<file path="config.mk">
export PLATFORM = sky130hd
export DESIGN_NAME = mul_share_arbiter
export DESIGN_NICKNAME = d
export VERILOG_FILES = /design/src/rtl/mul_share_arbiter.sv
export SDC_FILE = /design/constraint.sdc
export NUM_CORES = 1
export LEC_CHECK = 0
export ABC_CLOCK_PERIOD_IN_PS = 2800
export CAP_MARGIN = 10
export CORE_AREA = 2 2 213 215
export CTS_BUF_LIST = sky130_fd_sc_hd__clkbuf_8
export DETAILED_ROUTE_END_ITERATION = 6
export DIE_AREA = 0 0 215 217
export DONT_BUFFER_PORTS = 1
export SLEW_MARGIN = 20
export SYNTH_ARGS = -nofsm -noshare
export SYNTH_HDL_FRONTEND = slang
export SYNTH_SLANG_ARGS = --single-unit
</file>
<file path="constraint.sdc">
create_clock -name clk -period 2.8 [get_ports clk]
set_input_delay 0.84 -clock clk [delete_from_list [all_inputs] [get_ports clk]]
set_output_delay 0.84 -clock clk [all_outputs]
set_load 0.02 [all_outputs]
</file>
<file path="src/rtl/mul_share_arbiter.sv">
// mul_share_arbiter: round-robin front end that shares one pipelined multiplier
// between two requesters. A tag pipeline that matches the multiplier latency
// carries each operation's {valid, id} forward, so the product that emerges
// from the multiplier is steered back to the requester that issued it.
module mul_share_arbiter #(
  parameter int unsigned W   = 53,
  parameter int unsigned LAT = 4
) (
  input  logic                     clk,
  input  logic                     rstN,
  input  logic                     enable,
  input  logic                     req0Valid,
  input  logic                     req1Valid,
  output logic                     req0Ready,
  output logic                     req1Ready,
  input  logic [W-1:0]             req0A,
  input  logic [W-1:0]             req0B,
  input  logic [W-1:0]             req1A,
  input  logic [W-1:0]             req1B,
  input  logic                     req0Signed,
  input  logic                     req1Signed,
  output logic                     res0Valid,
  output logic                     res1Valid,
  output logic [2*W-1:0]           resData,
  output logic                     mulRun,
  output logic                     mulSigned,
  output logic [W-1:0]             mulA,
  output logic [W-1:0]             mulB,
  input  logic [2*W-1:0]           mulOut,
  output logic [$clog2(LAT+1)-1:0] inFlight
);

  localparam int unsigned INFW = $clog2(LAT+1);

  logic           lastGrant;
  logic           grant0;
  logic           grant1;
  logic           xfer;
  logic           grantId;
  logic [LAT-1:0] tagValid;
  logic [LAT-1:0] tagId;
  logic [INFW-1:0] count;

  // Grant: a lone valid requester wins; a tie goes to the one not served last.
  // Gated by rstN so ready and run read low while reset is held.
  always_comb begin
    grant0 = 1'b0;
    grant1 = 1'b0;
    if (rstN && enable) begin
      if (req0Valid && req1Valid) begin
        grant0 = lastGrant;
        grant1 = ~lastGrant;
      end else begin
        grant0 = req0Valid;
        grant1 = req1Valid;
      end
    end
  end

  assign req0Ready = grant0;
  assign req1Ready = grant1;
  assign xfer      = grant0 | grant1;
  assign grantId   = grant1;

  // Operand mux: the granted requester drives the multiplier, zero when idle.
  always_comb begin
    mulA      = '0;
    mulB      = '0;
    mulSigned = 1'b0;
    if (grant0) begin
      mulA      = req0A;
      mulB      = req0B;
      mulSigned = req0Signed;
    end else if (grant1) begin
      mulA      = req1A;
      mulB      = req1B;
      mulSigned = req1Signed;
    end
  end

  // Remember who was served last; unchanged in cycles without a transfer.
  always_ff @(posedge clk or negedge rstN) begin
    if (!rstN) begin
      lastGrant <= 1'b1;
    end else if (xfer) begin
      lastGrant <= grantId;
    end
  end

  // Tag pipeline moves in lockstep with the multiplier, which advances only while run is high.
  always_ff @(posedge clk or negedge rstN) begin
    if (!rstN) begin
      tagValid <= '0;
      tagId    <= '0;
    end else if (mulRun) begin
      for (int unsigned i = 1; i < LAT; i++) begin
        tagValid[i] <= tagValid[i-1];
        tagId[i]    <= tagId[i-1];
      end
      tagValid[0] <= xfer;
      tagId[0]    <= grantId;
    end
  end

  assign mulRun = xfer | (|tagValid);

  // Result return: last tag stage selects which channel sees the product.
  always_comb begin
    res0Valid = tagValid[LAT-1] & ~tagId[LAT-1];
    res1Valid = tagValid[LAT-1] &  tagId[LAT-1];
    resData   = tagValid[LAT-1] ? mulOut : '0;
  end

  // Occupancy: number of valid tag stages.
  always_comb begin
    count = '0;
    for (int unsigned i = 0; i < LAT; i++) begin
      count = count + INFW'(tagValid[i]);
    end
  end

  assign inFlight = count;

endmodule

</file>
# == Word-level counts from Yosys, hierarchy flattened ==
# Cells that the tools add are included.
# op_classes
addsub,3
mux,11
n_bitwise,6
n_reduce_logical,3
# op_table
op,count
$mux 53,4
$mux 106,1
$mux 1,6
$reduce_or 4->1,1
$add 2x1->3,1
$add 3x1->3,1
$add 1x1->2,1
$and 1x1->1,2
$logic_and 1x1->1,2
$not 1->1,2
$or 1x1->1,2
# totals
regBits,9
input_bits,325
out_inout_bits,221

# == Longest topological paths before layout ==
# Gate-level depths: netlist of run 1.
# logic_depth
ltp_word,5
mapped_depth,7

# == Worst setup path after synthesis of run 1 ==
# No wires, ideal clock.
# synth_timing
path_type,input-to-output
startpoint,input req0Valid
endpoint,output mulA[45]
t_arrival_ns,1.781
required_time_ns,1.960
slack_ns,0.179
cell_stages,4
n_path_buf,1
path_cell_list,nand2_1 and4_1 clkbuf_1 a22o_1
# synth_between
elab_chain_len,5
word_cells_on_any_way,7
# synth_rtl
element,line,source
start: declaration,12,"input logic req0Valid,"
$logic_and 1x1->1,50,if (req0Valid && req1Valid) begin
$mux 1,50,
$mux 1,49,if (rstN && enable) begin
named net req1Ready,15,"output logic req1Ready,"
$mux 53,74,end else if (grant1) begin
$mux 53,70,if (grant0) begin
end: declaration,27,"output logic [W-1:0] mulA,"
# The timed path passes the listed nets, and every way through them passes these cells.

# == Worst setup path in the final report of run 1 ==
# layout_timing
startpoint,input req0Valid
endpoint,output mulA[30]
# layout_between
elab_chain_len,5
word_cells_on_any_way,7
# layout_rtl
element,line
$logic_and 1x1->1,50
$mux 1,50
$mux 1,49
$mux 53,74
$mux 53 (*),70
# Mark *: on every way between the ends. The rest lies on a longest branch, timed or not.

==> reports/metrics.json, run 1 <==
{
  "ys_seq_area_frac": {"value": 0.1020},
  "area_delta_synth_final": {"value": 60.03, "unit": "%"},
  "pin_count_of_the_biggest_net_entering_global_routing": {"value": 109},
  "reg2reg_slack": {"value": 1020, "unit": "ps"},
  "internal_power": {"value": 677.7, "unit": "µW"},
  "nets": {"value": 627},
  "cts_made_buffers": {"value": 3},
  "synth_area_per_cell": {"value": 7.761, "unit": "µm²"},
  "overflow": {"value": 0},
  "first_pass_iters": {"value": 5},
  "route.vias.total": {"value": 2907},
  "critical-path-top-delay-family": {"value": "buffers and inverters"},
  "drt-total-wl": {"value": 19930, "unit": "µm"},
  "final_cell_count_no_fill": {"value": 899},
  "worst_ir_drop_vdd": {"value": 0.3056, "unit": "mV"},
  "share_clk_of_total_power": {"value": 0.080},
  "power.static_leakage": {"value": 1.266, "unit": "nW"},
  "yosys_register_bits": {"value": 9},
  "dpl_hpwl": {"value": 16720, "unit": "µm"},
  "switching_share": {"value": 0.6426},
  "total_power_density_per_cell_area": {"value": 533.8, "unit": "nW/µm²"},
  "critical_path.most_common_cell": {"value": "sky130_fd_sc_hd__buf_12"},
  "outcome": {"value": "completed"},
  "cts_tree": {"value": "yes"},
  "fp.dieW": {"value": 215, "unit": "µm"},
  "yosys_warnings": {"value": 0},
  "power_frac_seq": {"value": 0.105},
  "worst_setup_path_start_kind": {"value": "primary input"},
  "grt_pass1_vias": {"value": 2432},
  "mappedNetlistNets": {"value": 615},
  "insertion_delay": {"value": 230, "unit": "ps"},
  "max_freq": {"value": 0.3607, "unit": "GHz"},
  "crit_path_end_kind": {"value": "output port"},
  "grt_pass1_wl": {"value": 22200, "unit": "µm"},
  "placeableCoreArea": {"value": 44700, "unit": "µm²"},
  "finalSetupViolCount": {"value": 0},
  "crit-reg2reg-launch": {"value": "tagValid[3]"},
  "drtIter0Drc": {"value": 346},
  "timing_worst_slew_pin_value": {"value": 629.4, "unit": "ps"},
  "maxCapViolations": {"value": 0},
  "dieArea": {"value": 46660, "unit": "µm²"},
  "mappedNetlistArea": {"value": 2220, "unit": "µm²"},
  "layout.filler_cells": {"value": 5215},
  "post_route_ant_nets": {"value": 0},
  "critPathRequiredTime": {"value": 1960, "unit": "ps"},
  "crit_path_top_delay_cell": {"value": "sky130_fd_sc_hd__and4_4"},
  "synth_cell_type_count": {"value": 24},
  "grt_overall_usage": {"value": 0.07053},
  "max-clock-path-buffers": {"value": 2},
  "worst_slack": {"value": 27.46, "unit": "ps"},
  "drc": {"value": 0},
  "ctsHtreeMaxLevel": {"value": 1},
  "hold_path.class": {"value": "in2async"},
  "max-slew-margin-rel": {"value": 0.5804},
  "timing.critical_path.cells": {"value": "nand2_1 > and4_4 > buf_12 > buf_16 > a22o_1 > buf_12"},
  "clk_root_buffer_cell": {"value": "sky130_fd_sc_hd__clkbuf_8"},
  "power.combinational.fraction": {"value": 0.815},
  "p_switching": {"value": 1.219, "unit": "mW"},
  "io-pin-count": {"value": 546},
  "initial_antenna_violation_count": {"value": 11},
  "starting_density_of_the_core": {"value": 0.04966},
  "crit_type": {"value": "in2out"},
  "hold_ws": {"value": 299.0, "unit": "ps"},
  "min_period_over_period": {"value": 0.9902},
  "final_core_util": {"value": 0.07947},
  "syn-instance-count": {"value": 286},
  "timing.clock.skew": {"value": 1.207, "unit": "ps"},
  "fraction_of_layout_cells_with_a_size_suffix_above_1": {"value": 0.1919},
  "critical_path_buf_inv_count": {"value": 3},
  "unrepaired_setup_endpoints_after_global_routing": {"value": "false"},
  "post-place-cells": {"value": 884},
  "buffer_ports.inserted": {"value": 0},
  "cpPeakStageDelay": {"value": 260, "unit": "ps"},
  "path_clk_slew": {"value": 50, "unit": "ps"},
  "final.min_clock_period": {"value": 2773, "unit": "ps"},
  "chipHeight": {"value": 217, "unit": "µm"},
  "cp_data_arrival_time": {"value": 1930, "unit": "ps"},
  "critPathMaxFanout": {"value": 31},
  "routed_via_density": {"value": 3.234},
  "ctsHoldBuffers": {"value": 0},
  "wl_per_cell": {"value": 22.17, "unit": "µm"},
  "startpoint_of_the_worst_setup_timing_path": {"value": "req0Valid"},
  "placement_rows": {"value": 78},
  "maxSlewViolCount": {"value": 0},
  "gp_congestion": {"value": 1.125},
  "dp_slack": {"value": -51.13, "unit": "ps"},
  "timing_hold_violations_final": {"value": 0},
  "clock_sink_count": {"value": 9}
}
[layout make-up]
| class | count | area [µm²] | area share |
|---|---|---|---|
| multi-input cells | 236 | 1813 | 0.5104 |
| well taps | 600 | 750.7 | 0.2113 |
| repair buffers | 42 | 686.9 | 0.1934 |
| flip-flops and latches | 9 | 227.7 | 0.06411 |
| clock buffers | 3 | 41.29 | 0.01162 |
| inverters | 6 | 22.52 | 0.006340 |
| clock inverters | 1 | 5.005 | 0.001409 |
| diodes | 2 | 5.005 | 0.001409 |
[Yosys cell counts]
master,number,area share
sky130_fd_sc_hd__nand3_1,1,0.0023
sky130_fd_sc_hd__a21o_1,1,0.0034
sky130_fd_sc_hd__a22o_1,107,0.42
sky130_fd_sc_hd__inv_1,6,0.010
sky130_fd_sc_hd__a31o_2,1,0.0039
sky130_fd_sc_hd__buf_6,1,0.0051
sky130_fd_sc_hd__a21oi_1,1,0.0023
sky130_fd_sc_hd__dfrtp_1,8,0.090
sky130_fd_sc_hd__buf_2,19,0.043
sky130_fd_sc_hd__nand2_1,3,0.0051
sky130_fd_sc_hd__buf_4,3,0.010
sky130_fd_sc_hd__nand2_2,1,0.0028
sky130_fd_sc_hd__mux2_2,3,0.015
sky130_fd_sc_hd__a21oi_2,1,0.0039
sky130_fd_sc_hd__and4_1,1,0.0039
sky130_fd_sc_hd__dfstp_2,1,0.012
sky130_fd_sc_hd__nor3b_2,1,0.0056
sky130_fd_sc_hd__nor2_1,1,0.0017
sky130_fd_sc_hd__fa_1,1,0.0090
sky130_fd_sc_hd__and2_1,107,0.30
sky130_fd_sc_hd__ha_1,3,0.017
sky130_fd_sc_hd__o211ai_1,1,0.0034
sky130_fd_sc_hd__mux2i_1,1,0.0045
sky130_fd_sc_hd__clkbuf_1,13,0.022
[cell usage in the layout, fill, tap and decap left out, types with 2 or more instances in the layout]
master                      synthesis  final
sky130_fd_sc_hd__ha_1               3      3
sky130_fd_sc_hd__and2_1           107    107
sky130_fd_sc_hd__mux2_2             3      3
sky130_fd_sc_hd__buf_4              3     14
sky130_fd_sc_hd__inv_1              6      6
sky130_fd_sc_hd__buf_16             0      2
sky130_fd_sc_hd__clkbuf_8           0      3
sky130_fd_sc_hd__a22o_1           107    107
sky130_fd_sc_hd__clkbuf_16          0      3
sky130_fd_sc_hd__nand2_1            3      3
sky130_fd_sc_hd__dfrtp_1            8      7
sky130_fd_sc_hd__buf_12             0     22
sky130_fd_sc_hd__diode_2            0      2
[layer usage]
layer | vias to the layer above | track usage | routed length, µm
met5 | - | 0 | 184
met4 | 18 | 0.01724 | 418
met3 | 50 | 0.07296 | 4599
met2 | 376 | 0.09148 | 7995
met1 | 1384 | 0.07797 | 6730
li1 | 1079 | - | -
[logic make-up (layout without fill, tap and decap cells)]
family,count (synthesis),in the layout,share of synthesized area
flops,9,9,0.1020
other cells,0,2,0
mux,4,4,0.01973
buf+inv,42,52,0.09019
fa+ha+maj,4,4,0.02593
compound gates,112,112,0.4391
simple gates,115,116,0.3230
[state kept, by name, indices dropped and copies added (netlist names)]
| name | cells |
|---|---|
| tagId | 4 |
| tagValid | 4 |
| lastGrant | 1 |
[metrics by stage]
| step | instance area [µm²] | total power, mW | setup TNS [ps] |
|---|---|---|---|
| after global placement | 3347 | 1.711 | -34.04 |
| after CTS | 3426 | 1.890 | 0 |
| after global routing | 3552 | 1.998 | 0 |
| final | 3552 | 1.896 | 0 |
| after floorplan | 2220 | 1.474 | 0 |
| after detailed placement | 3347 | 1.718 | -296.2 |
[worst paths after layout]
check | end | depth (start not counted)
worst max-delay path | mulA[30] | 6
worst min-delay path | tagId[3] | 0
worst max register to register | tagId[1] | 4
worst min register to register | tagValid[3] | 0
max in group asynchronous | lastGrant | 0
min in group clk | tagValid[3] | 0
[power by group through the flow]
stage | Sequential [mW] | Combinational (mW) | Clock (mW)
finish | 0.199 | 1.55 | 0.151
global route | 0.207 | 1.63 | 0.164
CTS | 0.201 | 1.53 | 0.159
detailed placement | 0.203 | 1.52 | 0
global placement | 0.197 | 1.51 | 0
floorplan | 0.190 | 1.28 | 0
[what timing repair did]
item,in CTS,in global routing
gates resized for setup,1,2
cloned,1,3
pin swaps,1,1
endpoints found under the setup margin,10,17
buffers inserted,2,3
No activity file was read; power rests on OpenSTA's default activity.
==> run 2, diff against run 1 <==
--- a/config.mk
+++ b/config.mk
@@ -6,7 +6,7 @@
 export NUM_CORES = 1
 export LEC_CHECK = 0
 export ABC_CLOCK_PERIOD_IN_PS = 2800
-export CAP_MARGIN = 10
+export CAP_MARGIN = 0
 export CORE_AREA = 2 2 213 215
 export CTS_BUF_LIST = sky130_fd_sc_hd__clkbuf_8
 export DETAILED_ROUTE_END_ITERATION = 6
==> constraint.sdc (replaced) <==
create_clock -name clk -period 2.8 [get_ports clk]
set_input_delay 0.84 -clock clk [delete_from_list [all_inputs] [get_ports clk]]
set_output_delay 0.84 -clock clk [all_outputs]
set_load 0.005 [all_outputs]
==> run 2 against run 1 <==
  * The flow now finishes with violations (DRC)
  * Hold slack gained 1.7 ps
  * Sequential power is essentially flat
  * Critical endpoint is now mulB[35]
  * Sequential share of layout area grew 0.70 points
  * Flip-flop and latch count is the same
  * Critical path depth shrank 1
  * Die area is the same
  * Final cell count shrank 1.9%
  * Non-clock buffer count shrank 23
  * Register-to-register slack gained 40 ps
==> reports/metrics.json, run 2 (synthesis gave the netlist of run 1 again) <==
{
  "drtIter0Drc": {"value": 349, "change": "was 346"},
  "mostFrequentLayoutCells": {"value": "sky130_fd_sc_hd__a22o_1 (107), sky130_fd_sc_hd__and2_1 (107), sky130_fd_sc_hd__buf_12 (12)", "change": "was sky130_fd_sc_hd__a22o_1 (107), sky130_fd_sc_hd__and2_1 (107), sky130_fd_sc_hd__buf_12 (22)"},
  "layout.filler_cells": {"value": 5245, "change": "was 5215"},
  "critical_path.most_common_cell": {"value": "sky130_fd_sc_hd__buf_12", "change": "unchanged"},
  "gp_congestion": {"value": 1.106, "change": "was 1.125"},
  "first_pass_iters": {"value": 7, "change": "was 5"},
  "min_period_over_period": {"value": 0.9806, "change": "was 0.9902"},
  "unrepaired_setup_endpoints_after_global_routing": {"value": "false", "change": "unchanged"},
  "timing.clock.skew": {"value": 1.051, "unit": "ps", "change": "was 1.207 ps"},
  "clock_sink_count": {"value": 9, "change": "unchanged"},
  "critPathMaxFanout": {"value": 46, "change": "was 31"},
  "finalSetupViolCount": {"value": 0, "change": "unchanged"},
  "cpPeakStageDelay": {"value": 270, "unit": "ps", "change": "was 260 ps"},
  "clk_root_buffer_cell": {"value": "sky130_fd_sc_hd__clkbuf_8", "change": "unchanged"},
  "buffer_ports.inserted": {"value": 0, "change": "unchanged"},
  "crit_type": {"value": "in2out", "change": "unchanged"},
  "post_route_ant_nets": {"value": 0, "change": "unchanged"},
  "sequential_cell_area": {"value": 227.7, "unit": "µm²", "change": "unchanged"},
  "initial_antenna_violation_count": {"value": 26, "change": "was 11"},
  "grt_overall_usage": {"value": 0.07539, "change": "was 0.07053"},
  "routed_via_density": {"value": 3.213, "change": "was 3.234"},
  "dieArea": {"value": 46660, "unit": "µm²", "change": "unchanged"},
  "cp_data_arrival_time": {"value": 1910, "unit": "ps", "change": "was 1930 ps"},
  "worst_ir_drop_vdd": {"value": 0.2032, "unit": "mV", "change": "was 0.3056 mV"},
  "route.vias.total": {"value": 2834, "change": "was 2907"},
  "ctsHtreeMaxLevel": {"value": 1, "change": "unchanged"},
  "drt-total-wl": {"value": 20830, "unit": "µm", "change": "was 19930 µm"},
  "insertion_delay": {"value": 230, "unit": "ps", "change": "about the same"},
  "max_freq": {"value": 0.3642, "unit": "GHz", "change": "was 0.3607 GHz"},
  "multi_input_comb_area": {"value": 1803, "unit": "µm²", "change": "was 1813 µm²"},
  "max-clock-path-buffers": {"value": 2, "change": "unchanged"},
  "area_delta_synth_final": {"value": 44.31, "unit": "%", "change": "was 60.03%"},
  "cts_tree": {"value": "yes", "change": "unchanged"},
  "fp.dieW": {"value": 215, "unit": "µm", "change": "unchanged"},
  "max-slew-margin-rel": {"value": 0.5766, "change": "was 0.5804"},
  "biggestRegsByFlops": {"value": "tagId: 4 flops, tagValid: 4 flops, lastGrant: 1 flops", "change": "unchanged"},
  "placement_rows": {"value": 78, "change": "unchanged"},
  "starting_density_of_the_core": {"value": 0.04966, "change": "unchanged"},
  "timing_worst_slew_pin_value": {"value": 635.1, "unit": "ps", "change": "was 629.4 ps"},
  "overflow": {"value": 0, "change": "unchanged"},
  "cts_made_buffers": {"value": 3, "change": "unchanged"},
  "number_of_setup_buffers_added_after_cts": {"value": 0, "change": "was 2"},
  "maxSlewViolCount": {"value": 0, "change": "unchanged"},
  "placeableCoreArea": {"value": 44700, "unit": "µm²", "change": "unchanged"},
  "power.static_leakage": {"value": 1.092, "unit": "nW", "change": "was 1.266 nW"},
  "path_clk_slew": {"value": 50, "unit": "ps", "change": "about the same"},
  "total_power_density_per_cell_area": {"value": 394.6, "unit": "nW/µm²", "change": "was 533.8 nW/µm²"},
  "timing_hold_violations_final": {"value": 0, "change": "unchanged"},
  "io-pin-count": {"value": 546, "change": "unchanged"},
  "wl_per_cell": {"value": 23.62, "unit": "µm", "change": "was 22.17 µm"},
  "hold_path.class": {"value": "in2async", "change": "unchanged"},
  "timing.critical_path.cells": {"value": "nand3_1 > a21oi_4 > buf_12 > buf_12 > a22o_1", "change": "was nand2_1 > and4_4 > buf_12 > buf_16 > a22o_1 > buf_12"},
  "outcome": {"value": "complete, but fails checks", "change": "was completed"},
  "grt_pass1_wl": {"value": 23180, "unit": "µm", "change": "was 22200 µm"},
  "fraction_of_layout_cells_with_a_size_suffix_above_1": {"value": 0.1209, "change": "was 0.1919"},
  "final.min_clock_period": {"value": 2746, "unit": "ps", "change": "was 2773 ps"},
  "dpl_hpwl": {"value": 18180, "unit": "µm", "change": "was 16720 µm"},
  "fin_tns_setup": {"value": 0, "unit": "ps", "change": "unchanged"},
  "final_core_util": {"value": 0.07166, "change": "was 0.07947"},
  "worst_setup_path_start_kind": {"value": "primary input", "change": "unchanged"},
  "nets": {"value": 603, "change": "was 627"},
  "drc": {"value": 1, "change": "was 0"},
  "pin_count_of_the_biggest_net_entering_global_routing": {"value": 109, "change": "unchanged"},
  "maxCapViolations": {"value": 0, "change": "unchanged"},
  "crit_path_end_kind": {"value": "output port", "change": "unchanged"},
  "grt_pass1_vias": {"value": 2295, "change": "was 2432"},
  "crit_path_top_delay_cell": {"value": "sky130_fd_sc_hd__a22o_1", "change": "was sky130_fd_sc_hd__and4_4"},
  "chipHeight": {"value": 217, "unit": "µm", "change": "unchanged"},
  "violated_checks": {"value": "DRC"},
  "critPathRequiredTime": {"value": 1960, "unit": "ps", "change": "about the same"}
}
run 2: where the power goes:
| part | total (mW) | switching (mW) | internal [mW] |
|---|---|---|---|
| sequential | 0.200 | 0.0268 | 0.174 |
| combinational | 0.910 | 0.560 | 0.350 |
| clock | 0.154 | 0.0563 | 0.0974 |
run 2: worst max-delay path, delay by kind of cell:
kind                   cells  cell delay, ps
and+or+nand+nor            1             100
AOI/OAI and AO/OA          2             420
buffers and inverters      2             480
run 2: worst paths after layout:
| kind | start | endpoint | depth (start not counted) | slack [ps] |
|---|---|---|---|---|
| hold reg to reg | tagValid[2] | tagValid[3] | 0 | 450 |
| hold / removal | rstN | tagId[3] | 0 | 300 |
| setup reg to reg | tagValid[3] | tagId[1] | 4 | 1060 |
| min in group clk | tagValid[2] | tagValid[3] | 0 | 450 |
| setup / recovery | rstN | mulB[35] | 5 | 50 |
| max in group asynchronous | rstN | lastGrant | 0 | 2330 |
run 2: layout make-up:
class	instances	share of cell area
well taps	600	0.2344
inverters	6	0.007031
clock buffers	3	0.01289
clock inverters	1	0.001563
flip-flops and latches	9	0.07109
repair buffers	19	0.1031
diodes	9	0.007031
multi-input cells	235	0.5629
run 2: metrics by stage:
stage	hold slack [ps]	instances	cell area [µm²]	total power, mW	setup slack [ps]
after CTS	296.8	872	3148	1.263	36.94
after floorplan	447.0	286	2220	0.8972	262.6
final	300.7	882	3203	1.264	54.36
after global routing	292.0	878	3193	1.352	26.65
after global placement	408.7	868	3102	1.081	93.12
after detailed placement	440.9	868	3102	1.102	36.29
run 2: what timing repair did:
item | 4_1_cts | 5_1_grt
endpoints found under the hold margin | 0 | 0
setup endpoints to repair | 0 | 8
resized for setup | 0 | 1
hold buffers | 0 | 0
run 2: layer usage:
metal	GRT usage	up-vias	wire [µm]
met1	0.09942	1341	8719
met3	0.06639	68	3749
li1	-	1035	-
met2	0.08522	370	7638
met5	0	-	122
met4	0.02069	20	603
==> run 3, diff against run 2 <==
--- a/config.mk
+++ b/config.mk
@@ -5,12 +5,12 @@
 export SDC_FILE = /design/constraint.sdc
 export NUM_CORES = 1
 export LEC_CHECK = 0
-export ABC_CLOCK_PERIOD_IN_PS = 2800
-export CAP_MARGIN = 0
-export CORE_AREA = 2 2 213 215
+export ABC_CLOCK_PERIOD_IN_PS = 2500
+export CAP_MARGIN = 30
+export CORE_AREA = 2 2 212 214
 export CTS_BUF_LIST = sky130_fd_sc_hd__clkbuf_8
 export DETAILED_ROUTE_END_ITERATION = 6
-export DIE_AREA = 0 0 215 217
+export DIE_AREA = 0 0 214 216
 export DONT_BUFFER_PORTS = 1
 export SLEW_MARGIN = 20
 export SYNTH_ARGS = -nofsm -noshare
==> constraint.sdc (replaced) <==
create_clock -name clk -period 2.5 [get_ports clk]
set_input_delay 0.75 -clock clk [delete_from_list [all_inputs] [get_ports clk]]
set_output_delay 0.75 -clock clk [all_outputs]
set_load 0.005 [all_outputs]
==> run 3 against run 2 <==
  * The run now ends clean
  * Combinational power is 13% higher
  * Hold slack got worse by 85 ps
  * First-iteration DRC count decreased by 41%
  * Global-route usage is 0.95 points lower
  * Die area fell by 0.92%
==> reports/metrics.json, run 3 (synthesis gave the netlist of run 1 again) <==
{
  "starting_density_of_the_core": {"value": 0.05064, "change": "was 0.04966"},
  "insertion_delay": {"value": 230, "unit": "ps", "change": "about the same"},
  "worst_ir_drop_vdd": {"value": 0.1766, "unit": "mV", "change": "was 0.2032 mV"},
  "max_freq": {"value": 0.4079, "unit": "GHz"},
  "fp.dieW": {"value": 214, "unit": "µm", "change": "was 215 µm"},
  "layout_commonest_cell": {"value": "sky130_fd_sc_hd__and2_1"},
  "placeableCoreArea": {"value": 43840, "unit": "µm²", "change": "was 44700 µm²"},
  "final_core_util": {"value": 0.07216, "change": "was 0.07166"},
  "hold_path.class": {"value": "in2async", "change": "unchanged"},
  "grt_overall_usage": {"value": 0.06584, "change": "was 0.07539"},
  "maxSlewViolCount": {"value": 0, "change": "unchanged"},
  "crit-reg2reg-launch": {"value": "tagValid[3]", "change": "unchanged"},
  "placement_rows": {"value": 77, "change": "was 78"},
  "power.static_leakage": {"value": 1.105, "unit": "nW", "change": "was 1.092 nW"},
  "pin_count_of_the_biggest_net_entering_global_routing": {"value": 109, "change": "unchanged"},
  "io-pin-count": {"value": 546, "change": "unchanged"},
  "gp_congestion": {"value": 1.078, "change": "was 1.106"},
  "ctsHtreeMaxLevel": {"value": 1, "change": "unchanged"},
  "post-place-cells": {"value": 855, "change": "was 868"},
  "area_delta_synth_final": {"value": 42.50, "unit": "%", "change": "was 44.31%"},
  "outcome": {"value": "completed", "change": "was complete, but fails checks"},
  "global_route.usage.met2": {"value": 0.09405, "change": "was 0.08522"},
  "grt_pass1_wl": {"value": 20860, "unit": "µm", "change": "was 23180 µm"},
  "timing_hold_violations_final": {"value": 0, "change": "unchanged"},
  "worst_setup_path_start_kind": {"value": "primary input", "change": "unchanged"},
  "post_route_ant_nets": {"value": 0, "change": "unchanged"},
  "cts_made_buffers": {"value": 3, "change": "unchanged"},
  "critical_path.reg2reg.endpoint": {"value": "tagId[2]", "change": "was tagId[1]"},
  "total_power_density_per_cell_area": {"value": 447.8, "unit": "nW/µm²", "change": "was 394.6 nW/µm²"},
  "unrepaired_setup_endpoints_after_global_routing": {"value": "false", "change": "unchanged"},
  "grt-busiest-layer": {"value": "met2", "change": "was met1"},
  "max-slew-margin-rel": {"value": 0.5609, "change": "was 0.5766"},
  "drc": {"value": 0, "change": "was 1"},
  "nets": {"value": 603, "change": "unchanged"},
  "clock_sink_count": {"value": 9, "change": "unchanged"},
  "first_pass_iters": {"value": 4, "change": "was 7"},
  "timing.critical_path.cells": {"value": "nand3_1 > a21oi_4 > buf_12 > bufbuf_16 > a22o_1", "change": "was nand3_1 > a21oi_4 > buf_12 > buf_12 > a22o_1"},
  "crit_type": {"value": "in2out", "change": "unchanged"},
  "timing_worst_slew_pin_value": {"value": 658.7, "unit": "ps", "change": "was 635.1 ps"},
  "critPathRequiredTime": {"value": 1750, "unit": "ps", "change": "was 1960 ps"},
  "reg2reg_slack": {"value": 770, "unit": "ps", "change": "was 1060 ps"},
  "route.vias.total": {"value": 2719, "change": "was 2834"},
  "cpPeakStageDelay": {"value": 290, "unit": "ps", "change": "was 270 ps"},
  "maxCapViolations": {"value": 0, "change": "unchanged"},
  "critical-path-top-delay-family": {"value": "buffers and inverters", "change": "unchanged"},
  "crit_path_top_delay_cell": {"value": "sky130_fd_sc_hd__bufbuf_16", "change": "was sky130_fd_sc_hd__a22o_1"},
  "timing.clock.skew": {"value": 2.131, "unit": "ps", "change": "was 1.051 ps"},
  "final_cell_count_no_fill": {"value": 875, "change": "was 882"},
  "min_period_over_period": {"value": 0.9807},
  "max-clock-path-buffers": {"value": 2, "change": "unchanged"},
  "grt_pass1_vias": {"value": 2373, "change": "was 2295"},
  "grt.met1_usage": {"value": 0.07907, "change": "was 0.09942"},
  "global_route.usage.met3": {"value": 0.02847, "change": "was 0.06639"},
  "ctsHoldBuffers": {"value": 0, "change": "unchanged"},
  "crit_path_end_kind": {"value": "output port", "change": "unchanged"},
  "clk_root_buffer_cell": {"value": "sky130_fd_sc_hd__clkbuf_8", "change": "unchanged"},
  "reg2reg_depth": {"value": 4, "change": "unchanged"},
  "critical_path_buf_inv_count": {"value": 2, "change": "unchanged"},
  "final.min_clock_period": {"value": 2452, "unit": "ps"},
  "drtIter0Drc": {"value": 207, "change": "was 349"},
  "fraction_of_layout_cells_with_a_size_suffix_above_1": {"value": 0.1429, "change": "was 0.1209"},
  "initial_antenna_violation_count": {"value": 16, "change": "was 26"},
  "cts_tree": {"value": "yes", "change": "unchanged"},
  "biggestRegsByFlops": {"value": "tagId: 4 flops, tagValid: 4 flops, lastGrant: 1 flops", "change": "unchanged"},
  "path_clk_slew": {"value": 50, "unit": "ps", "change": "about the same"},
  "wl_per_cell": {"value": 20.80, "unit": "µm", "change": "was 23.62 µm"},
  "chipHeight": {"value": 216, "unit": "µm", "change": "was 217 µm"},
  "critPathMaxFanout": {"value": 14, "change": "was 46"},
  "drt-total-wl": {"value": 18200, "unit": "µm", "change": "was 20830 µm"},
  "finalSetupViolCount": {"value": 0, "change": "unchanged"},
  "dpl_hpwl": {"value": 15380, "unit": "µm", "change": "was 18180 µm"},
  "dieArea": {"value": 46220, "unit": "µm²", "change": "was 46660 µm²"},
  "buffer_ports.inserted": {"value": 0, "change": "unchanged"},
  "overflow": {"value": 0, "change": "unchanged"},
  "cp_data_arrival_time": {"value": 1700, "unit": "ps", "change": "was 1910 ps"},
  "mostFrequentLayoutCells": {"value": "sky130_fd_sc_hd__and2_1 (107), sky130_fd_sc_hd__a22o_1 (102), sky130_fd_sc_hd__buf_4 (12)", "change": "was sky130_fd_sc_hd__a22o_1 (107), sky130_fd_sc_hd__and2_1 (107), sky130_fd_sc_hd__buf_12 (12)"},
  "routed_via_density": {"value": 3.107, "change": "was 3.213"}
}
==> run 3: cell types whose count changed in the layout (fill, tap and decap cells not counted), sizes merged <==
cell | previous run | this run
inv | 6 | 7
clkinv | 1 | 0
bufbuf | 0 | 1
buf | 18 | 17
diode | 9 | 10
==> run 3: final cells by class <==
cell class	count	area, µm²
Multi-Input combinational cell	235	1839
Antenna cell	10	25.02
Inverter	6	22.52
Fill cell	5112	40670
Clock buffer	3	41.29
Tap cell	592	740.7
Timing Repair Buffer	19	262.8
Clock inverter	1	3.754
Sequential cell	9	227.7
==> run 3: metrics by stage <==
| stage | cell area (µm²) | hold WS [ps] | setup TNS, ps | power [mW] | worst slack (ps) |
|---|---|---|---|---|---|
| after floorplan | 2220 | 447.0 | 0 | 1.005 | 52.64 |
| after global placement | 2929 | 424.7 | 0 | 1.182 | 19.07 |
| after detailed placement | 2929 | 434.5 | -36.07 | 1.196 | -18.74 |
| after CTS | 3062 | 206.5 | 0 | 1.390 | 9.116 |
| after global routing | 3163 | 196.9 | 0 | 1.515 | 1.040 |
| final | 3163 | 215.5 | 0 | 1.416 | 48.31 |
==> run 3: how the worst max path moves through the flow <==
stage | from | end | slack [ps] | cells after the start
2_1_floorplan | tagValid[3] | inFlight[1] | 50 | 7
3_3_place_gp | req0Valid | mulA[8] | 20 | 4
3_5_place_dp | req0Valid | mulA[10] | -20 | 5
4_1_cts | req0Valid | mulA[8] | 9 | 4
5_1_grt | lastGrant | mulB[45] | 1 | 5
6_report | req0Valid | mulA[15] | 50 | 5
==> run 3: repair_timing <==
item / in CTS / in global routing
gates cloned: 2 / 1
buffers inserted: 1 / 2
pin swaps: 1 / 2
setup endpoints to repair: 4 / 19
resized for setup: 2 / 7
==> run 3: power breakdown <==
group | total (mW) | switching, mW | internal (mW) | leakage [nW]
logic | 1.03 | 0.632 | 0.393 | 0.963
clock network | 0.164 | 0.0574 | 0.107 | 0.0270
registers | 0.227 | 0.0321 | 0.195 | 0.115
total | 1.42 | 0.722 | 0.695 | 1.10
==> run 3: per-layer routing <==
layer	share of wire	wire length (µm)
met3	0.13	2324
met1	0.37	6793
met4	0.053	969
met5	0.0021	39
met2	0.44	8075
==> patch (config.mk and constraints of run 3) <==
Change the parameter `W` from 53 to 45.
--- a/src/rtl/mul_share_arbiter.sv
+++ b/src/rtl/mul_share_arbiter.sv
@@ -3,7 +3,7 @@
 // carries each operation's {valid, id} forward, so the product that emerges
 // from the multiplier is steered back to the requester that issued it.
 module mul_share_arbiter #(
-  parameter int unsigned W   = 53,
+  parameter int unsigned W   = 45,
   parameter int unsigned LAT = 4
 ) (
   input  logic                     clk,
Interface: changed (8 resized); port bits go from 546 to 466. The function was not compared with the original's and may differ.
==> patch against run 3 <==
  * Total power grew 2.2%
  * Non-clock buffer count grew 2
  * First-iteration DRC count shrank 63%
  * Area after synthesis shrank 9.0%
  * Final area shrank 7.8%
  * Wire length grew 5.9%
  * Highest routed layer unchanged
  * Largest cell class unchanged
  * Sequential cell count is the same
  * Sequential share of layout area grew 0.61 points
  * Setup slack lost 0.0080 ns
  * Critical path depth is the same
  * Clock skew grew 0.0018 ns
==> patch: results <==
[logic_synthesis]
ys_seq_area_frac = 0.1121
syn_nets = 531
synth.area.top_cells = "a22o_1 39%, and2_1 28%, dfrtp_1 9.9%"
async_flop_share = 1.000
synthDistinctLibCells = 22
ys_top_cells_by_count = "91 x a22o_1, 91 x and2_1, 11 x clkbuf_1"

[run_status]
status = "finished clean"

[setup_path]
reg2reg_slack_ns = 0.67
critPathSlowestCell = "fa_1"
max_stage_delay_ns = 0.55
critical_path.max_fanout = 3

[route]
drt-wirelength-per-cell_um = 22.64
routed_via_density = 2.846
dr.pass1.iters = 4
first_iter_violations = 77

[placed_design]
io_buffers = 0
gp_congestion = 0.7995
dp_hpwl_um = 17290
dp_slack_ns = 0.05879

[cts]
htreeDepth = 1
cts_buffers = 3
cts.root.buffer_cell = "clkbuf_8"

[power]
power.leakage_nw = 0.9776
ir_drop_mv = 0.3763

[sta]
holdWs_ns = 0.2079
clock_skew_ns = 0.003961
slew_headroom = 0.5522

[cells_and_area]
final_net_count = 525
drive_gt1_frac = 0.1440

[global_route]
grt_max_degree = 93
grt_use_total = 0.07389
grt_pass1_vias = 2259
-- patch: cell count changes in the layout (fill, tap and decap cells not counted), moves of 2 or more --
| cell | change |
|---|---|
| buf_16 | -2 |
| a22o_1 | -11 |
| and2_1 | -16 |
| buf_4 | +2 |
| mux2_1 | +3 |
| mux2_2 | -3 |
| ha_4 | +2 |
| a22o_4 | -4 |
| diode_2 | +6 |
| buf_12 | +3 |
| ha_1 | -2 |
-- patch: per-stage QoR --
| stage | cell area, sq um | utilization | std cells |
|---|---|---|---|
| final | 2917 | 0.06653 | 851 |
| after global routing | 2899 | 0.06613 | 844 |
| after CTS | 2826 | 0.06448 | 832 |
| after detailed placement | 2766 | 0.06311 | 828 |
| after global placement | 2766 | 0.06311 | 828 |
| after floorplan | 2019 | - | 250 |
-- patch: power by group --
part	total [W]	internal, W	leakage (nW)	switching, W
logic	0.00106	0.000396	0.836	0.000661
registers	0.000228	0.000194	0.115	0.0000334
clock network	0.000164	0.000107	0.0270	0.0000569
-- patch: repair_timing --
action | 4_1_cts | 5_1_grt
endpoints found under the setup margin | 1 | 3
gates cloned | 0 | 1
pin swaps | 1 | 1
setup buffers | 0 | 2
gates resized for setup | 3 | 2
-- patch: worst max path at each step --
stage | startpoint | to | slack [ns] | depth (start not counted)
final | tagValid[0] | inFlight[1] | 0.04 | 5
after global routing | tagValid[0] | inFlight[1] | -0.02 | 5
after CTS | tagValid[0] | inFlight[1] | 0.03 | 5
after detailed placement | req0Valid | mulA[10] | 0.06 | 5
after global placement | req0Valid | mulA[10] | 0.09 | 5
after floorplan | tagValid[3] | inFlight[1] | 0.09 | 6
-- patch: routing by layer --
metal | global-route usage | vias to the layer above | part of all wire
li1 | - | 923 | -
met1 | 0.05317 | 1042 | 0.26
met2 | 0.1397 | 338 | 0.52
met3 | 0.05300 | 79 | 0.16
met4 | 0.03986 | 40 | 0.046
met5 | 0 | - | 0.014
-- patch: area by class of cell --
class | count | area (sq um) | share of cell area
tap | 592 | 740.7 | 0.2540
timing repair buffer | 21 | 250.2 | 0.08580
multi-input combinational | 203 | 1590 | 0.5453
clock inverter | 1 | 3.754 | 0.001287
antenna | 16 | 40.04 | 0.01373
inverter | 6 | 22.52 | 0.007722
clock buffer | 3 | 41.29 | 0.01416
sequential | 9 | 227.7 | 0.07808
-- patch: cells by family (layout without fill, tap and decap cells) --
group,count (synthesis),in the layout,share of synthesized area
flip-flops,9,9,0.1121
AND/OR/NAND/NOR,99,99,0.3054
adder cells (fa/ha/maj),4,4,0.02850
other,0,16,0
buffers and inverters,38,31,0.1183
AO/OA/AOI/OAI,96,96,0.4139
multiplexers,4,4,0.02168
-- patch: worst max-delay path: cells and delay by family (launching register included) --
kind | cells | cell delay [ns]
flops | 1 | 0.37
fa+ha+maj | 3 | 1.00
buf+inv | 2 | 0.12
